<file path="src/rtl/serial_cla_adder16_if.sv">
// Operand/result bundle for the slice-serial 16-bit adder.
// master drives the request side; slave is the adder.
interface serial_cla_adder16_if;
  logic        start;
  logic [15:0] a;
  logic [15:0] b;
  logic        sub;
  logic        ci;
  logic        busy;
  logic        done;
  logic [15:0] sum;
  logic        co;
  logic        ovf;

  modport master (
    output start, a, b, sub, ci,
    input  busy, done, sum, co, ovf
  );

  modport slave (
    input  start, a, b, sub, ci,
    output busy, done, sum, co, ovf
  );
endinterface

</file>
<file path="src/rtl/serial_cla_adder16.sv">
// 16-bit add/sub, one 4-bit CLA slice per cycle; start->done latency 5 edges, result held until next op.
// No backpressure: start is only sampled in IDLE and is dropped (not queued) while RUN/DONE.
module serial_cla_adder16 (
  input  logic                 clk,
  input  logic                 rst,
  serial_cla_adder16_if.slave  bus
);

  typedef enum logic [1:0] {IDLE, RUN, DONE} state_t;

  state_t      state_q, state_d;
  logic [1:0]  k;
  logic [15:0] op_a, op_b, res;
  logic        cy;
  logic [15:0] sum_q;
  logic        co_q, ovf_q;
  logic        busy, done;

  logic [3:0]  sa, sb, p, g, c, s;

  always_comb begin
    state_d = state_q;
    busy    = 1'b0;
    done    = 1'b0;
    case (state_q)
      IDLE: if (bus.start) state_d = RUN;
      RUN: begin
        busy = 1'b1;
        if (k == 2'd3) state_d = DONE;
      end
      DONE: begin
        done    = 1'b1;
        state_d = IDLE;
      end
      default: state_d = IDLE;
    endcase
  end

  always_ff @(posedge clk or posedge rst) begin
    if (rst) state_q <= IDLE;
    else     state_q <= state_d;
  end

  always_comb begin
    sa = op_a[3:0];
    sb = op_b[3:0];
    case (k)
      2'd1: begin sa = op_a[7:4];   sb = op_b[7:4];   end
      2'd2: begin sa = op_a[11:8];  sb = op_b[11:8];  end
      2'd3: begin sa = op_a[15:12]; sb = op_b[15:12]; end
      default: ;
    endcase
  end

  // Flattened lookahead: every carry is a two-level function of p, g and cy.
  assign p    = sa ^ sb;
  assign g    = sa & sb;
  assign c[0] = g[0] | (p[0] & cy);
  assign c[1] = g[1] | (p[1] & g[0]) | (p[1] & p[0] & cy);
  assign c[2] = g[2] | (p[2] & g[1]) | (p[2] & p[1] & g[0]) | (p[2] & p[1] & p[0] & cy);
  assign c[3] = g[3] | (p[3] & g[2]) | (p[3] & p[2] & g[1]) | (p[3] & p[2] & p[1] & g[0])
              | (p[3] & p[2] & p[1] & p[0] & cy);
  assign s    = p ^ {c[2:0], cy};

  always_ff @(posedge clk or posedge rst) begin
    if (rst) begin
      k     <= 2'd0;
      op_a  <= 16'h0000;
      op_b  <= 16'h0000;
      cy    <= 1'b0;
      res   <= 16'h0000;
      sum_q <= 16'h0000;
      co_q  <= 1'b0;
      ovf_q <= 1'b0;
    end else begin
      case (state_q)
        IDLE: if (bus.start) begin
          op_a <= bus.a;
          op_b <= bus.sub ? ~bus.b : bus.b;
          cy   <= bus.sub ? 1'b1 : bus.ci;
          k    <= 2'd0;
        end
        RUN: begin
          res[{k, 2'b00} +: 4] <= s;
          cy <= c[3];
          k  <= k + 2'd1;
          if (k == 2'd3) begin
            sum_q <= {s, res[11:0]};
            co_q  <= c[3];
            ovf_q <= c[3] ^ c[2];
          end
        end
        default: ;
      endcase
    end
  end

  assign bus.busy = busy;
  assign bus.done = done;
  assign bus.sum  = sum_q;
  assign bus.co   = co_q;
  assign bus.ovf  = ovf_q;

endmodule

</file>
<file path="src/flat_wrapper.sv">
// flat-port wrapper written by rule: the top's interface ports become plain ports
module serial_cla_adder16_flat 
  (clk, rst, bus_start, bus_a, bus_b, bus_sub, bus_ci, bus_busy, bus_done, bus_sum, bus_co, bus_ovf);
  serial_cla_adder16_if bus_i ();
  input  logic clk;
  input  logic rst;
  input wire logic [$bits(bus_i.start)-1:0] bus_start;
  input wire logic [$bits(bus_i.a)-1:0] bus_a;
  input wire logic [$bits(bus_i.b)-1:0] bus_b;
  input wire logic [$bits(bus_i.sub)-1:0] bus_sub;
  input wire logic [$bits(bus_i.ci)-1:0] bus_ci;
  output wire logic [$bits(bus_i.busy)-1:0] bus_busy;
  output wire logic [$bits(bus_i.done)-1:0] bus_done;
  output wire logic [$bits(bus_i.sum)-1:0] bus_sum;
  output wire logic [$bits(bus_i.co)-1:0] bus_co;
  output wire logic [$bits(bus_i.ovf)-1:0] bus_ovf;
  assign bus_i.start = bus_start;
  assign bus_i.a = bus_a;
  assign bus_i.b = bus_b;
  assign bus_i.sub = bus_sub;
  assign bus_i.ci = bus_ci;
  assign bus_busy = bus_i.busy;
  assign bus_done = bus_i.done;
  assign bus_sum = bus_i.sum;
  assign bus_co = bus_i.co;
  assign bus_ovf = bus_i.ovf;
  serial_cla_adder16 u_core (.clk(clk), .rst(rst), .bus(bus_i));
endmodule
</file>
<file path="config.mk">
export PLATFORM = sky130hd
export DESIGN_NAME = serial_cla_adder16_flat
export DESIGN_NICKNAME = d
export VERILOG_FILES = /design/src/rtl/serial_cla_adder16_if.sv /design/src/rtl/serial_cla_adder16.sv /design/src/flat_wrapper.sv
export SDC_FILE = /design/constraint.sdc
export NUM_CORES = 1
export LEC_CHECK = 0
export BUFFER_PORTS_ARGS = -buffer_cell sky130_fd_sc_hd__buf_2
export CORE_MARGIN = 10
export CORE_UTILIZATION = 50
export DETAILED_ROUTE_END_ITERATION = 7
export PLACE_DENSITY = 0.85
export REMOVE_ABC_BUFFERS = 1
export SETUP_SLACK_MARGIN = 0.15
export SLEW_MARGIN = 20
export SYNTH_ARGS = -nofsm -noshare
export SYNTH_HDL_FRONTEND = slang
export SYNTH_SLANG_ARGS = --single-unit
</file>
<file path="constraint.sdc">
create_clock -name clk -period 3.1 [get_ports clk]
set_clock_uncertainty 0.1 [all_clocks]
set_input_delay 0.31 -clock clk [delete_from_list [all_inputs] [get_ports clk]]
set_output_delay 0.31 -clock clk [all_outputs]
set_load 0.05 [all_outputs]
</file>
# ---- Word-level counts from Yosys, hierarchy flattened
# Cells that the tools add are included.
dict set report totals {
  regBits 71
  inputBits 37
  out_inout_bits 20
  wordCells 71
}
dict set report op_classes {
  n_addsub 2
  eq_ne 7
  n_shift 2
  mux 14
  n_bitwise 31
  n_reduce_logical 6
}
# operator count
set ops {}
lappend ops {{$pmux 4 s3} 2}
lappend ops {{$and 1x1->1} 16}
lappend ops {{$bwmux 16} 1}
lappend ops {{$mux 16} 1}
lappend ops {{$not 16->16} 1}
lappend ops {{$shift 4x6->16 const A} 1}
lappend ops {{$shiftx 4x6->16} 1}
lappend ops {{$or 1x1->1} 10}
lappend ops {{$pmux 2 s2} 2}
lappend ops {{$reduce_and 2->1} 4}
lappend ops {{$xor 4x4->4} 2}
lappend ops {{$eq 2x2->1 const B} 3}
lappend ops {{$mux 2} 3}
lappend ops {{$neg 4->6} 1}
lappend ops {{$and 4x4->4} 1}
lappend ops {{$eq 2x1->1 const B} 2}
lappend ops {{$mux 1} 4}
lappend ops {{$add 2x1->2 const B} 1}
lappend ops {{$logic_not 2->1} 1}
lappend ops {{$ne 2x1->1 const B} 1}
lappend ops {{$ne 2x2->1 const B} 1}
lappend ops {{$pmux 1 s2} 1}
lappend ops {{$reduce_bool 2->1} 1}
lappend ops {{$xor 1x1->1} 1}

# ---- Depth between registers and ports, before layout
dict set report logic_depth {
  depth_word 10
  ltp_mapped 12
  depth_no_buf 11
}

# ---- Worst setup path after synthesis
# OpenSTA, ideal clock, no wires.
dict set report synth_timing {
  path_kind {flip-flop to flip-flop}
  startpoint {register u_core.k[0]}
  endpoint {register u_core.sum_q[15], in the netlist u_core.bus.sum[15]}
  setup_time_ps 125
  arrival_ps 2628
  required_time_ps 2875
  setup_slack_ps 248
  path_stages_with_launch 11
  path_buffers 1
  period_less_slack_ps 2852
  path_cell_list {dfrtp_1 > inv_1 > ha_1 > buf_1 > mux2i_1 > inv_1 > ha_1 > a211oi_1 > o21bai_1 > xor2_1 > mux2_2}
}
dict set report synth_between {
  elab_chain_len 8
  elab_cells_between_ends 17
  cone_classes {3 x eq/ne; 2 x mux; 11 x bitwise; 1 x reduce/logical}
}
# element line
set synth_lines {}
lappend synth_lines {{from (decl)} serial_cla_adder16.sv:12} ;# logic [1:0] k;
lappend synth_lines {{from (signal assigned)} serial_cla_adder16.sv:86} ;# k <= k + 2'd1;
lappend synth_lines {{$eq 2x2->1, or another cell as far along} {serial_cla_adder16.sv:47, serial_cla_adder16.sv:87}}
lappend synth_lines {{$pmux 4 s3} serial_cla_adder16.sv:47} ;# case (k)
lappend synth_lines {{$xor 4x4->4 / $and 4x4->4 (equally long branches)} {serial_cla_adder16.sv:56, serial_cla_adder16.sv:57}}
lappend synth_lines {{$and 1x1->1} serial_cla_adder16.sv:60} ;# assign c[2] = g[2] | (p[2] & g[1]) | (p[2] & p[1] & g[0]) | (p[2] & p[1] & p[0] & cy);
lappend synth_lines {{$or 1x1->1 / $and 1x1->1 (equally long branches) (2 in a row)} serial_cla_adder16.sv:60}
lappend synth_lines {{$or 1x1->1} serial_cla_adder16.sv:60}
lappend synth_lines {{$xor 4x4->4} serial_cla_adder16.sv:63} ;# assign s = p ^ {c[2:0], cy};
lappend synth_lines {{to (signal assigned)} serial_cla_adder16.sv:88} ;# sum_q <= {s, res[11:0]};
lappend synth_lines {{to (decl)} serial_cla_adder16.sv:15} ;# logic [15:0] sum_q;
# Several ways; a longest one is shown, not always the timed one.
# A chain may end at the register's enable or synchronous reset.

# ---- Worst setup path in the final report
# Same ends and word-level chain as after synthesis.

==> flow_summary_export.csv <==
group,metric,value,unit
outcome,status,"completed",
worst_hold_path,worst_hold_check_path_type,"input port to register",
place,gpl.final_weighted_congestion,0.8553,
route,dr.pass1.iters,8,
critical_path,timing.critical_path.fanout_max,7,
floorplan,core-area,5956,µm²
critical_path,cp_data_required_time,3230,ps
synthesis,top_cells_by_count_synth,"sky130_fd_sc_hd__dfrtp_1 (67), sky130_fd_sc_hd__nand2_1 (64), sky130_fd_sc_hd__nor2_1 (20)",
sta,setup-violations-final,0,
floorplan,die_h,98.62,µm
global_route,antenna_violations_before_repair,0,
route,vias,2319,
route,routed_wl,6709,µm
clock_network,tritoncts.num_buffers,9,
finish,fin_nets,406,
finish,layout-drive-gt1-share,0.2912,
sta,layout_min_cycle_time,2826,ps
critical_path,cp_cell_sequence,"inv_1 -> ha_1 -> a22oi_1 -> nand2_1 -> mux2i_2 -> inv_1 -> ha_1 -> a211oi_2 -> o21bai_2 -> xor2_1 -> mux2_2",
route,drt_iter0_drc,166,
sta,final-hold-violation-count,0,
synthesis,synth.area.top_cells,"sky130_fd_sc_hd__dfrtp_1 (54%), sky130_fd_sc_hd__nand2_1 (7.8%), sky130_fd_sc_hd__mux2_2 (5.5%)",
critical_path,critical_path.max_stage_delay,430,ps
critical_path,critical-path-top-delay-family,"adder cells",
global_route,grt_pass1_wl,11370,µm
sta,worst_slew_margin_rel,0.4762,
critical_path,crit_path_buf_inv_count,2,
place,place.detailed.hpwl,4993,µm
pwr,total_power,0.004631,W
synthesis,synthDistinctLibCells,36,
floorplan,die_w,98.62,µm
sta,timing.fmax,0.3539,GHz
finish,fin_util,0.6235,
synthesis,dominant_cell_type_by_area_after_synthesis,"sky130_fd_sc_hd__dfrtp_1",
place,numPortBuffers,56,
synthesis,dominantRegCellSynth,"sky130_fd_sc_hd__dfrtp_1",
critical_path,setup.worst_path.class,"register to register",
synthesis,yosys_warning_count,0,
pwr,leakage,1.829,nW
job,max_cap_viol_count,0,
sta,rsz_0062_raised_after_global_routing,"no",
synthesis,synthesis.instances,297,
clock_network,clockRootBuffer,"sky130_fd_sc_hd__clkbuf_8",
synthesis,synthArstFlopShare,1.000,
critical_path,cp-start-kind,"register",
floorplan,initial_core_util,0.5189,
finish,layout-area-overhead-vs-synth,20.16,%
synthesis,postSynthRegisterBits,67,
finish,antennaDiodeCount,0,
synthesis,syn_avg_cell_area,10.41,µm²
floorplan,rows,28,
pwr,irDropWorstVdd,653.1,µV
sta,final.period_utilization,0.9115,
clock_network,cts.sink_count,67,
route,wl_per_instance,15.28,µm
clock_network,clk_transition_reported_paths,70,ps
synthesis,synth_edf_count,0,
synthesis,synth-seq-area-share,0.5425,
global_route,grt_overflow_total,0,
clock_network,worst_skew_pair.late_latency,340,ps
synthesis,most_frequent_cell_after_synthesis,"sky130_fd_sc_hd__dfrtp_1",
pwr,power_per_standard_cell_area,1247,nW/µm²
clock_network,cts_tree,"done",
critical_path,cp.arrival,2960,ps
sta,timing_max_transition_violations_final,0,
clock_network,postCtsSetupBuffers,0,
global_route,grt_start_max_net_pins,38,
route,vias_per_cell,5.282,
route,route.antenna.remaining_nets,0,
sta,fin_ws,274.3,ps
sta,fin_worst_hold_slack,72.37,ps
synthesis,synthDominantCellAreaShare,0.5425,
synthesis,cell_area_after_synthesis,3090,µm²
place,dp_worst_setup_slack,186.7,ps
floorplan,die_area,9726,µm²
floorplan,floorplan.io_pins,57,
global_route,grt.total_usage,0.1412,
clock_network,htree_levels,3,
clock_network,cts-root-to-sink-buffers,2,
critical_path,crit_path_end_kind,"register",
global_route,first_global_vias,2379,
route,drt_drc_violations_left,0,
sta,worstMarginPinSlew,783.8,ps
critical_path,critical_path_s_slowest_cell,"sky130_fd_sc_hd__dfrtp_2",
sta,timing.setup.tns,0,ps
[cell type report]
class                           instances  area [µm²]
Multi-Input combinational cell        201        1323
Clock buffer                           12       165.2
Clock inverter                          4       47.55
Timing Repair Buffer                   65       350.3
Tap cell                               75       93.84
Inverter                               15       56.30
Fill cell                             504        2242
Sequential cell                        67        1678
[state kept, by name, summed over array words and instances (netlist names), 2 cells and up]
register,flops
u_core.k,2
u_core.op_b,16
u_core.state_q,2
u_core.bus.sum,16
u_core.op_a,16
u_core.res,12
[report_power, final]
part | leakage (nW) | switching [W] | internal [W]
clock | 0.108 | 0.000325 | 0.000434
sequential | 0.833 | 0.000245 | 0.00126
combinational | 0.888 | 0.00151 | 0.000856
[worst reg2reg max path: cells and delay by family (launching register included)]
kind | cells | cell delay [ps]
AOI/OAI and AO/OA | 3 | 610
and+or+nand+nor | 1 | 80
DFF | 1 | 430
xor gates and xnor gates | 1 | 190
buffers and inverters | 2 | 190
adders and majority gates | 2 | 630
muxes | 2 | 490
[metrics by stage]
| step | cell area (µm²) | cells |
|---|---|---|
| 6_report | 3714 | 439 |
| 5_1_grt | 3714 | 439 |
| 4_1_cts | 3690 | 439 |
| 3_5_place_dp | 3467 | 422 |
| 3_3_place_gp | 3467 | 422 |
| 2_1_floorplan | 3025 | 283 |
[layer usage]
metal	global-route usage	share of wire	vias to the layer above
met2	0.2123	0.48	83
met4	0.06064	0.014	0
met3	0.05168	0.068	12
li1	-	-	1127
met5	0	0	-
met1	0.1788	0.44	1097
[layout by cell type (no fill, tap or decap), drive strengths merged, types with 2 or more instances in the layout]
cell,synthesis,final
o31ai,3,3
buf,10,64
o21ai,17,17
a222oi,6,6
clkbuf,4,12
mux2,15,15
xnor2,13,13
clkinv,1,3
ha,9,9
nand2,66,66
dfrtp,67,67
a22oi,2,2
a22o,4,4
xor2,6,6
nor2,20,20
a21oi,18,18
mux2i,9,9
inv,14,14
[worst paths after layout]
check                                       start                  to  slack, ps  cells after the start
max in group asynchronous                     rst         u_core.k[0]       1870                      4
min in group asynchronous                     rst   u_core.bus.sum[2]        370                      3
worst min-delay path                     bus_a[1]      u_core.op_a[1]         70                      3
worst max-delay path                  u_core.k[0]  u_core.bus.sum[15]        270                     11
worst min register to register  u_core.bus.sum[0]   u_core.bus.sum[0]        370                      2
worst max register to register        u_core.k[0]  u_core.bus.sum[15]        270                     11
[what timing repair did]
item | CTS | global route
hold endpoints to repair | 15 | 0
setup endpoints to repair | 0 | 11
hold buffers | 1 | 0
resized for setup | 0 | 6
[logic make-up (layout without fill, tap and decap cells)]
family	Yosys count	in the layout	synth area share
simple gates	93	93	0.1255
flops	67	67	0.5425
compound gates	55	55	0.1121
buf+inv	29	96	0.03927
mux	24	24	0.08381
xor+xnor	19	19	0.05385
fa+ha+maj	10	10	0.04292
No activity file was read; power rests on OpenSTA's default activity.
